==> src/rtl/seq_alu.sv <==
// -----------------------------------------------------------------------------
// seq_alu
//
// Handshaked sequential ALU. It accepts one operation at a time, either
// completes it in a single cycle (logic, add/sub, set-less-than, unsupported
// codes) or iterates over WIDTH cycles (unsigned multiply, optional unsigned
// divide). It then holds the result until the consumer takes it.
//
// Optional feature macro: SEQ_ALU_DIV_EN
//   defined     -> DIVU (4'b1010) implemented as a restoring divider and
//                  div_by_zero is active.
//   not defined -> no divider logic; 4'b1010 behaves as an unsupported code
//                  and div_by_zero is tied low.
//
// Handshake: a request is accepted on a rising edge where in_valid && in_ready.
//   in_ready is high only in IDLE. A result is offered while out_valid is high,
//   which happens only in DONE. It is consumed on the edge where
//   out_valid && out_ready. Outputs and flags stay stable until that edge.
//
// Ports
//   clk          in   1      rising-edge clock
//   rst_n        in   1      synchronous active-low reset
//   in_valid     in   1      request valid
//   in_ready     out  1      request can be accepted (IDLE)
//   opA, opB     in   WIDTH  operands, latched on accept
//   ALUop        in   4      operation code
//   out_valid    out  1      result valid (DONE)
//   out_ready    in   1      consumer accepts result
//   result       out  WIDTH  low product / quotient / single-cycle result
//   result_hi    out  WIDTH  high product / remainder, 0 for single-cycle ops
//   zero         out  1      result == 0
//   overflow     out  1      signed overflow of ADD/SUB
//   div_by_zero  out  1      DIVU with opB == 0
//   dbg_state_o  out  2      current FSM state (IDLE=0, BUSY=1, DONE=2)
// -----------------------------------------------------------------------------
module seq_alu #(
   parameter int WIDTH = 32,
   parameter int CNT_W = 6
) (
   input  logic             clk,
   input  logic             rst_n,
   input  logic             in_valid,
   output logic             in_ready,
   input  logic [WIDTH-1:0] opA,
   input  logic [WIDTH-1:0] opB,
   input  logic [3:0]       ALUop,
   output logic             out_valid,
   input  logic             out_ready,
   output logic [WIDTH-1:0] result,
   output logic [WIDTH-1:0] result_hi,
   output logic             zero,
   output logic             overflow,
   output logic             div_by_zero,
   output logic [1:0]       dbg_state_o
);

   localparam logic [3:0] OP_AND  = 4'b0000;
   localparam logic [3:0] OP_OR   = 4'b0001;
   localparam logic [3:0] OP_ADD  = 4'b0010;
   localparam logic [3:0] OP_SUB  = 4'b0110;
   localparam logic [3:0] OP_SLT  = 4'b0111;
   localparam logic [3:0] OP_NOR  = 4'b1100;
   localparam logic [3:0] OP_MULU = 4'b1000;
`ifdef SEQ_ALU_DIV_EN
   localparam logic [3:0] OP_DIVU = 4'b1010;
`endif

   localparam int MSB = WIDTH - 1;
   localparam logic [CNT_W-1:0] LAST_STEP = CNT_W'(WIDTH - 1);

   typedef enum logic [1:0] {
      S_IDLE = 2'd0,
      S_BUSY = 2'd1,
      S_DONE = 2'd2
   } state_t;

   // ---------------------------------------------------------------------------
   // State
   // ---------------------------------------------------------------------------
   state_t            state_q, state_d;
   logic [WIDTH-1:0]  hi_q, hi_d;    // result_hi, or partial product / remainder
   logic [WIDTH-1:0]  lo_q, lo_d;    // result, or multiplier / dividend-quotient
   logic [WIDTH-1:0]  b_q, b_d;      // latched multiplicand / divisor
   logic [CNT_W-1:0]  cnt_q, cnt_d;
   logic              zero_q, zero_d;
   logic              ovf_q, ovf_d;
   logic              dbz_q, dbz_d;
`ifdef SEQ_ALU_DIV_EN
   logic              is_div_q, is_div_d;
`endif

   // ---------------------------------------------------------------------------
   // Single-cycle datapath, evaluated on the live inputs at accept time
   // ---------------------------------------------------------------------------
   logic [WIDTH-1:0] sum, diff;
   logic             add_ovf, sub_ovf, slt_bit;

   assign sum  = opA + opB;
   assign diff = opA - opB;
   // For SUB the second addend is ~B, so the operand sign test inverts.
   assign add_ovf = (opA[MSB] == opB[MSB]) && (sum[MSB]  != opA[MSB]);
   assign sub_ovf = (opA[MSB] != opB[MSB]) && (diff[MSB] != opA[MSB]);
   // Signed A < B: sign of A-B corrected by overflow.
   assign slt_bit = diff[MSB] ^ sub_ovf;

   // Decode of an incoming request into what gets latched on accept.
   logic [WIDTH-1:0] dec_lo, dec_hi;
   logic             dec_ovf, dec_dbz, dec_multi;
`ifdef SEQ_ALU_DIV_EN
   logic             dec_div;
`endif

   always_comb begin
      dec_lo    = '0;
      dec_hi    = '0;
      dec_ovf   = 1'b0;
      dec_dbz   = 1'b0;
      dec_multi = 1'b0;
`ifdef SEQ_ALU_DIV_EN
      dec_div   = 1'b0;
`endif
      case (ALUop)
         OP_AND: dec_lo = opA & opB;
         OP_OR:  dec_lo = opA | opB;
         OP_NOR: dec_lo = ~(opA | opB);
         OP_ADD: begin
            dec_lo  = sum;
            dec_ovf = add_ovf;
         end
         OP_SUB: begin
            dec_lo  = diff;
            dec_ovf = sub_ovf;
         end
         OP_SLT: dec_lo = {{(WIDTH-1){1'b0}}, slt_bit};
         OP_MULU: begin
            // lo holds the multiplier and is shifted out LSB first.
            dec_lo    = opA;
            dec_multi = 1'b1;
         end
`ifdef SEQ_ALU_DIV_EN
         OP_DIVU: begin
            if (opB == '0) begin
               // Division by zero finishes immediately with a fixed answer.
               dec_lo  = '1;
               dec_hi  = opA;
               dec_dbz = 1'b1;
            end else begin
               // lo holds the dividend; quotient bits shift in from the right.
               dec_lo    = opA;
               dec_multi = 1'b1;
               dec_div   = 1'b1;
            end
         end
`endif
         default: dec_lo = '0;
      endcase
   end

   // ---------------------------------------------------------------------------
   // Iterative step, one per BUSY cycle
   // ---------------------------------------------------------------------------
   logic [WIDTH:0]   mul_sum;
   logic [WIDTH-1:0] step_hi, step_lo;

   // Shift-add: add B into the upper half when the current multiplier bit is
   // set, then shift {carry, hi, lo} right by one.
   assign mul_sum = {1'b0, hi_q} + (lo_q[0] ? {1'b0, b_q} : {(WIDTH+1){1'b0}});

`ifdef SEQ_ALU_DIV_EN
   logic [WIDTH:0] div_trial;
   // Remainder is always < divisor, so the top bit of the trial difference is
   // exactly its sign.
   assign div_trial = {hi_q, lo_q[MSB]} - {1'b0, b_q};
`endif

   always_comb begin
      step_hi = mul_sum[WIDTH:1];
      step_lo = {mul_sum[0], lo_q[WIDTH-1:1]};
`ifdef SEQ_ALU_DIV_EN
      if (is_div_q) begin
         if (!div_trial[WIDTH]) begin
            step_hi = div_trial[WIDTH-1:0];
            step_lo = {lo_q[WIDTH-2:0], 1'b1};
         end else begin
            step_hi = {hi_q[WIDTH-2:0], lo_q[MSB]};
            step_lo = {lo_q[WIDTH-2:0], 1'b0};
         end
      end
`endif
   end

   // ---------------------------------------------------------------------------
   // FSM next state
   // ---------------------------------------------------------------------------
   always_comb begin
      state_d = state_q;
      hi_d    = hi_q;
      lo_d    = lo_q;
      b_d     = b_q;
      cnt_d   = cnt_q;
      zero_d  = zero_q;
      ovf_d   = ovf_q;
      dbz_d   = dbz_q;
`ifdef SEQ_ALU_DIV_EN
      is_div_d = is_div_q;
`endif
      case (state_q)
         S_IDLE: begin
            if (in_valid) begin
               lo_d   = dec_lo;
               hi_d   = dec_hi;
               b_d    = opB;
               ovf_d  = dec_ovf;
               dbz_d  = dec_dbz;
               cnt_d  = '0;
`ifdef SEQ_ALU_DIV_EN
               is_div_d = dec_div;
`endif
               if (dec_multi) begin
                  zero_d  = 1'b0;
                  state_d = S_BUSY;
               end else begin
                  zero_d  = (dec_lo == '0);
                  state_d = S_DONE;
               end
            end
         end
         S_BUSY: begin
            hi_d  = step_hi;
            lo_d  = step_lo;
            cnt_d = cnt_q + 1'b1;
            if (cnt_q == LAST_STEP) begin
               cnt_d   = '0;
               zero_d  = (step_lo == '0);
               state_d = S_DONE;
            end
         end
         S_DONE: begin
            if (out_ready) begin
               state_d = S_IDLE;
            end
         end
         default: state_d = S_IDLE;
      endcase
   end

   // ---------------------------------------------------------------------------
   // Registers
   // ---------------------------------------------------------------------------
   always_ff @(posedge clk) begin
      if (!rst_n) begin
         state_q <= S_IDLE;
         hi_q    <= '0;
         lo_q    <= '0;
         b_q     <= '0;
         cnt_q   <= '0;
         zero_q  <= 1'b0;
         ovf_q   <= 1'b0;
         dbz_q   <= 1'b0;
`ifdef SEQ_ALU_DIV_EN
         is_div_q <= 1'b0;
`endif
      end else begin
         state_q <= state_d;
         hi_q    <= hi_d;
         lo_q    <= lo_d;
         b_q     <= b_d;
         cnt_q   <= cnt_d;
         zero_q  <= zero_d;
         ovf_q   <= ovf_d;
         dbz_q   <= dbz_d;
`ifdef SEQ_ALU_DIV_EN
         is_div_q <= is_div_d;
`endif
      end
   end

   // ---------------------------------------------------------------------------
   // Outputs
   // ---------------------------------------------------------------------------
   assign in_ready    = (state_q == S_IDLE);
   assign out_valid   = (state_q == S_DONE);
   assign result      = lo_q;
   assign result_hi   = hi_q;
   assign zero        = zero_q;
   assign overflow    = ovf_q;
   assign div_by_zero = dbz_q;
   assign dbg_state_o = state_q;

endmodule

==> config.mk <==
export PLATFORM = sky130hd
export DESIGN_NAME = seq_alu
export DESIGN_NICKNAME = d
export VERILOG_FILES = /design/src/rtl/seq_alu.sv
export SDC_FILE = /design/constraint.sdc
export NUM_CORES = 1
export LEC_CHECK = 0
export ABC_AREA = 1
export BUFFER_PORTS_ARGS = -buffer_cell sky130_fd_sc_hd__buf_2
export CAP_MARGIN = 10
export CORE_MARGIN = 5
export CORE_UTILIZATION = 30
export DETAILED_ROUTE_END_ITERATION = 16
export GPL_TIMING_DRIVEN = 0
export PLACE_DENSITY = 0.58
export SLEW_MARGIN = 30
export SYNTH_ARGS = -nofsm -noshare
export SYNTH_HDL_FRONTEND = slang
export SYNTH_SLANG_ARGS = --single-unit
==> constraint.sdc <==
create_clock -name clk -period 3.8 [get_ports clk]
set_input_delay 0.38 -clock clk [delete_from_list [all_inputs] [get_ports clk]]
set_output_delay 0.38 -clock clk [all_outputs]
set_load 0.05 [all_outputs]
=== Yosys cells after proc, flatten, opt, wreduce, memory -nomap -nowiden ===
Cells that the tools add are included.

* Bits of input ports: 72
* Register bits after elaboration: 106
* Output and inout port bits: 71
* Word-level logic and storage cells: 62

* Reduce and logical (&&, ||, !) cells: 11
* Bitwise gates (word level): 4
* Mux-type cells: 20
* Equality and inequality tests: 16
* Add/sub/neg operators: 4

{| class="wikitable"
|+ Operators by type and width
! operator !! count
|-
| $pmux W32 S7 || 1
|-
| $pmux W32 S2 || 2
|-
| $mux W32 || 3
|-
| $logic_not A32 Y1 || 2
|-
| $add A32 B32 Y33 || 1
|-
| $add A32 B32 Y32 || 1
|-
| $and A32 B32 Y32 || 1
|-
| $not A32 Y32 || 1
|-
| $or A32 B32 Y32 || 1
|-
| $sub A32 B32 Y32 || 1
|-
| $mux W6 || 2
|-
| $pmux W6 S2 || 1
|-
| $eq A4 B3 Y1 const B || 2
|-
| $eq A4 B4 Y1 const B || 2
|-
| $mux W2 || 4
|-
| $add A6 B1 Y6 const B || 1
|-
| $eq A6 B5 Y1 const B || 1
|-
| $pmux W2 S3 || 1
|-
| $reduce_and A3 Y1 || 2
|-
| $eq A4 B1 Y1 const B || 1
|-
| $eq A4 B2 Y1 const B || 1
|-
| $logic_not A4 Y1 || 1
|-
| $mux W1 || 4
|-
| $ne A2 B2 Y1 const B || 2
|-
| 11 further kinds || 16
|}

=== Longest topological paths before layout ===
* Depth after elaboration: 9
* Gate-level depth with buffers: 27
* Depth with buffers taken out: 26

=== Worst setup path before layout ===
OpenSTA, ideal clock, no wires.

* Path kind: input-to-reg
* Start point: in opB[26]
* End point: reg zero_q (netlist: zero)
* Data required time: 3.736 ns
* Path buffers: 1
* Stages: 25
* Setup time: 0.064 ns
* Arrival time: 3.082 ns
* Slack: 0.653 ns
* Path through: inv_1 > ha_1 > buf_2 > inv_1 > nand2_2 > nor3_2 > inv_1 > nor2_1 > and2_1 > nand2_1 > a21oi_1 > nor2_1 > nor2_1 > nor2_1 > fa_1 > o22ai_1 > nor3_1 > nand2_1 > nor2_1 > nand4_1 > nor2_1 > nand2_1 > nor2_1 > nor2_1 > nor2_1

* Longest elaborated chain between the ends: 9
* Elaborated cells on any way between the ends: 13
* Classes of those cells: add/sub (2); eq/ne (1); mux (4); bitwise (4); reduce/logical (2)

{| class="wikitable"
|+ RTL lines
! element !! RTL line !! source
|-
| start: declaration || 45 || <nowiki>input logic [WIDTH-1:0] opB,</nowiki>
|-
| $sub A32 B32 Y32 || 99 || <nowiki>assign diff = opA - opB;</nowiki>
|-
| $ne A1 B1 Y1 || 102 || <nowiki>assign sub_ovf = (opA[MSB] != opB[MSB]) && (diff[MSB] != opA[MSB]);</nowiki>
|-
| $logic_and A1 B1 Y1 || 102 ||
|-
| $xor A1 B1 Y1 || 104 || <nowiki>assign slt_bit = diff[MSB] ^ sub_ovf;</nowiki>
|-
| $pmux W32 S7 * || 122 || <nowiki>case (ALUop)</nowiki>
|-
| $logic_not A32 Y1 * || 223 || <nowiki>zero_d = (dec_lo == '0);</nowiki>
|-
| $mux W1 * || 219 || <nowiki>if (dec_multi) begin</nowiki>
|-
| $mux W1 * || 209 || <nowiki>if (in_valid) begin</nowiki>
|-
| $pmux W1 S2 * || 207 || <nowiki>case (state_q)</nowiki>
|-
| end signal: assignment || 269 || <nowiki>zero_q <= zero_d;</nowiki>
|-
| end: declaration || 85 || <nowiki>logic zero_q, zero_d;</nowiki>
|}

Mark *: on every way between the ends. The rest lies on a longest branch, timed or not. The select of a mux whose other input is x is not followed.
A chain may end at the register's enable or synchronous reset.

=== Worst setup path in the final report ===
Ends and elaborated chain as after synthesis.

==> impl_metrics.toml <==
[status]
status = "complete, no violations"

[critical_path]
worstPathArrival_ps = 3850
worstSetupEndpointType = "flop"
worst_ep_required_time_ps = 4090
critical_path.max_fanout = 9
setup.worst_path.class = "input port to flop"
critPathLaunchType = "input port"

[synth]
synthesis.area_per_instance_um2 = 5.67
synth_top_family_by_area = "simple AND/OR/NAND/NOR gates"
synthAdderAreaFrac_pct = 14.1
netlist_top_cells_area = "sky130_fd_sc_hd__nand2_1 19%, sky130_fd_sc_hd__dfxtp_1 16%, sky130_fd_sc_hd__ha_1 13%, sky130_fd_sc_hd__inv_1 11%, sky130_fd_sc_hd__a21oi_1 8.0%"
post_synth_mux_area_share_pct = 0
count_of_different_cell_masters_after_synthesis = 52
synthXorXnorAreaFrac_pct = 0.135
synth-seq-area-share_pct = 16.3
synth_top_area_share_pct = 19.4
synth_flop_cell = "sky130_fd_sc_hd__dfxtp_1"
synthDominantAreaCellType = "sky130_fd_sc_hd__nand2_1"
yosys.area_share.simple_pct = 36.7
synth-compound-area-share_pct = 18.7
syn_area_um2 = 13000
synth_enable_flop_cells = 0
yosys_warnings = 0
postSynthNetCount = 2506
async_flop_share_pct = 0
synth_seq_cells = 106
post_synthesis_instance_total = 2290

[drt]
routed_via_density = 5.05
postRouteWirelength_mm = 56.1
routed_wire_length_per_instance_um = 18.4
drt_first_iter_violations = 1563
dr_total_vias = 15400
remaining_design_rule_violation_count = 0
drt_pass1_iterations = 7
antenna_left = 0

[place]
dp.cells = 3016
placement.io_buffers = 141
placed_area_um2 = 14400
dpl_worst_slack_ps = -797
placed_wire_length_estimate_after_detailed_placement_mm = 47.4
gp_routability_congestion = 0.985

[die]
die_h_um = 218
std_cell_rows = 76
design.portCount = 143
starting_density_pct = 30.2
die-area_um2 = 47500
die-width_um = 218
core_area_um2 = 43000

[clock_network]
hold_buffers = 0
clkSinkCount = 106
cts_buffer_depth = 2
ctsRootBufferMaster = "sky130_fd_sc_hd__clkbuf_16"
cts_max_level = 3
clock_latency_ps = 350
cts.reportedPaths.clkPinSlew_ps = 80
cts_tree = "yes"
cts_inserted_buffers = 9

[timing]
slew_headroom_pct = 36.2
finalSetupViolCount = 0
rsz0062_at_grt = "true"
holdWs_ps = 328
worstMarginPinSlew_ps = 956
finalCriticalPeriod_ps = 3560
fmaxAchievable_mhz = 281
final_max_slew_viol_count = 0
hold_viol_final = 0
finClkSkew_ps = 7.96
finalWorstSetupSlack_ps = 240
layout_worst_path_cycle_share_pct = 93.7

[cells_and_area]
fraction_of_final_layout_cells_with_drive_strength_greater_than_1_pct = 11.9
layout.cells.non_filler = 3042
synthToLayoutAreaGrowth_pct = 15.1
design_area_um2 = 14900
finish.net_count = 2668
layout.core_utilization_pct = 34.8
antenna_cells = 0

[global_routing]
vias_in_the_first_global_route = 14200
track_usage_pct = 22.8
globalRouteOverflowTotal = 0
grt_antenna_before_repair = 1
grt_max_degree = 21
grt_first_pass_wirelength_mm = 84.1

[run]
cap_viol_max_count = 0

[power]
p_leak_nw = 8.01
peakVddDrop_mv = 0.203
power_density_nw_per_um2 = 251

[min_path]
hold_path_class = "input port to flop"
==> path summary, 6_finish.rpt <==
check	cells after the start	slack [ps]	endpoint	from
setup / recovery	26	240	zero	opB[26]
hold / removal	3	330	b_q[4]	opB[4]
setup reg to reg	17	270	result_hi[31]	result[0]
hold reg to reg	2	490	result_hi[22]	result_hi[22]
==> cell usage after synthesis, types with 16 or more instances <==
| master | instances |
|---|---|
| sky130_fd_sc_hd__ha_1 | 140 |
| sky130_fd_sc_hd__nor2_1 | 215 |
| sky130_fd_sc_hd__dfxtp_1 | 106 |
| sky130_fd_sc_hd__o21ai_0 | 138 |
| sky130_fd_sc_hd__nand4_1 | 31 |
| sky130_fd_sc_hd__nand2_1 | 672 |
| sky130_fd_sc_hd__inv_1 | 365 |
| sky130_fd_sc_hd__a21oi_1 | 208 |
| sky130_fd_sc_hd__nand3_1 | 152 |
| sky130_fd_sc_hd__nor3_1 | 16 |
| sky130_fd_sc_hd__a221oi_1 | 19 |
| sky130_fd_sc_hd__o211ai_1 | 21 |
| sky130_fd_sc_hd__clkbuf_1 | 38 |
==> cell families after synthesis <==
group,count (synthesis)
other,1
adders and majority gates,144
buffers and inverters,457
DFF,106
and+or+nand+nor,1143
AOI/OAI and AO/OA,437
xor gates and xnor gates,2
==> sequential cells by signal (all words and copies together), names as in the netlist <==
| register | count |
|---|---|
| b_q | 32 |
| cnt_q | 6 |
| dbg_state_o | 2 |
| overflow | 1 |
| result | 32 |
| result_hi | 32 |
| zero | 1 |
==> through the flow <==
stage / total power, mW / TNS [ps]
2_1_floorplan: 2.23 / 0
3_3_place_gp: 2.73 / -1620
3_5_place_dp: 2.74 / -1350
4_1_cts: 3.73 / 0
5_1_grt: 3.99 / -38.1
6_report: 3.76 / 0
==> worst max-delay path, cell delays in order <==
cell	delay, ps
sky130_fd_sc_hd__buf_2	110
sky130_fd_sc_hd__inv_2	110
sky130_fd_sc_hd__ha_1	250
sky130_fd_sc_hd__buf_4	170
sky130_fd_sc_hd__inv_1	90
sky130_fd_sc_hd__nand2_2	90
sky130_fd_sc_hd__nor3_4	200
sky130_fd_sc_hd__inv_2	60
sky130_fd_sc_hd__nor2_4	100
sky130_fd_sc_hd__and2_1	150
sky130_fd_sc_hd__nand2_2	100
sky130_fd_sc_hd__a21oi_2	150
sky130_fd_sc_hd__nor2_1	70
sky130_fd_sc_hd__nor2_2	150
sky130_fd_sc_hd__nor2_4	80
sky130_fd_sc_hd__fa_2	550
sky130_fd_sc_hd__o22ai_1	90
sky130_fd_sc_hd__nor3_1	170
sky130_fd_sc_hd__nand2_1	90
sky130_fd_sc_hd__nor2_2	140
sky130_fd_sc_hd__nand4_1	100
sky130_fd_sc_hd__nor2_1	100
sky130_fd_sc_hd__nand2_1	70
sky130_fd_sc_hd__nor2_1	120
sky130_fd_sc_hd__nor2_1	50
sky130_fd_sc_hd__nor2_1	100
==> final cells by class <==
| class | instances | area (um^2) |
|---|---|---|
| Buffer | 79 | 403 |
| Clock buffer | 10 | 239 |
| Clock inverter | 6 | 67.6 |
| Fill cell | 4915 | 28000 |
| Inverter | 378 | 1440 |
| Multi-Input combinational cell | 1727 | 9160 |
| Sequential cell | 106 | 2120 |
| Tap cell | 585 | 732 |
| Timing Repair Buffer | 151 | 781 |
==> report_power, final <==
group / switching, mW / internal (mW) / total [mW]
sequential: 0.0489 / 1.17 / 1.22
combinational: 1.12 / 0.445 / 1.56
clock: 0.490 / 0.484 / 0.974
total: 1.65 / 2.10 / 3.76
==> what timing repair did <==
item | in CTS | in global routing
buffers inserted | 6 | 4
pin swaps | 2 | 9
gates cloned | 0 | 0
gates resized for setup | 32 | 27
setup endpoints to repair | 1 | 7
==> cell usage in the layout, fill, tap and decap left out, types with 4 or more instances in the layout <==
master,count
sky130_fd_sc_hd__nand3_2,5
sky130_fd_sc_hd__buf_2,154
sky130_fd_sc_hd__inv_2,25
sky130_fd_sc_hd__a221oi_1,19
sky130_fd_sc_hd__o21a_1,6
sky130_fd_sc_hd__inv_1,347
sky130_fd_sc_hd__ha_2,5
sky130_fd_sc_hd__clkbuf_1,36
sky130_fd_sc_hd__nand3b_1,5
sky130_fd_sc_hd__nor3_1,14
sky130_fd_sc_hd__nor2_2,18
sky130_fd_sc_hd__o21ai_1,6
sky130_fd_sc_hd__dfxtp_1,106
sky130_fd_sc_hd__clkbuf_16,9
sky130_fd_sc_hd__clkinvlp_4,5
sky130_fd_sc_hd__nor2_4,6
sky130_fd_sc_hd__nor2_1,207
sky130_fd_sc_hd__nor4_1,5
sky130_fd_sc_hd__a21oi_1,207
sky130_fd_sc_hd__a31oi_1,4
sky130_fd_sc_hd__buf_4,21
sky130_fd_sc_hd__o22ai_1,7
sky130_fd_sc_hd__nand2_1,669
sky130_fd_sc_hd__o21ai_0,135
sky130_fd_sc_hd__o21bai_1,11
sky130_fd_sc_hd__or2_2,5
sky130_fd_sc_hd__and2_1,5
sky130_fd_sc_hd__nand3_1,149
sky130_fd_sc_hd__buf_1,10
sky130_fd_sc_hd__nand2_2,13
sky130_fd_sc_hd__o211ai_1,21
sky130_fd_sc_hd__a211oi_1,5
sky130_fd_sc_hd__buf_6,6
sky130_fd_sc_hd__nand4_1,31
sky130_fd_sc_hd__ha_1,135
==> per-layer routing <==
layer,global-route usage [%],share of wire (%),vias up
li1,-,-,7664
met1,32.7,46,7027
met2,34.4,42,586
met3,3.44,7.5,95
met4,8.31,4.4,2
met5,0,0.023,-
(Power assumes the default switching activity.)
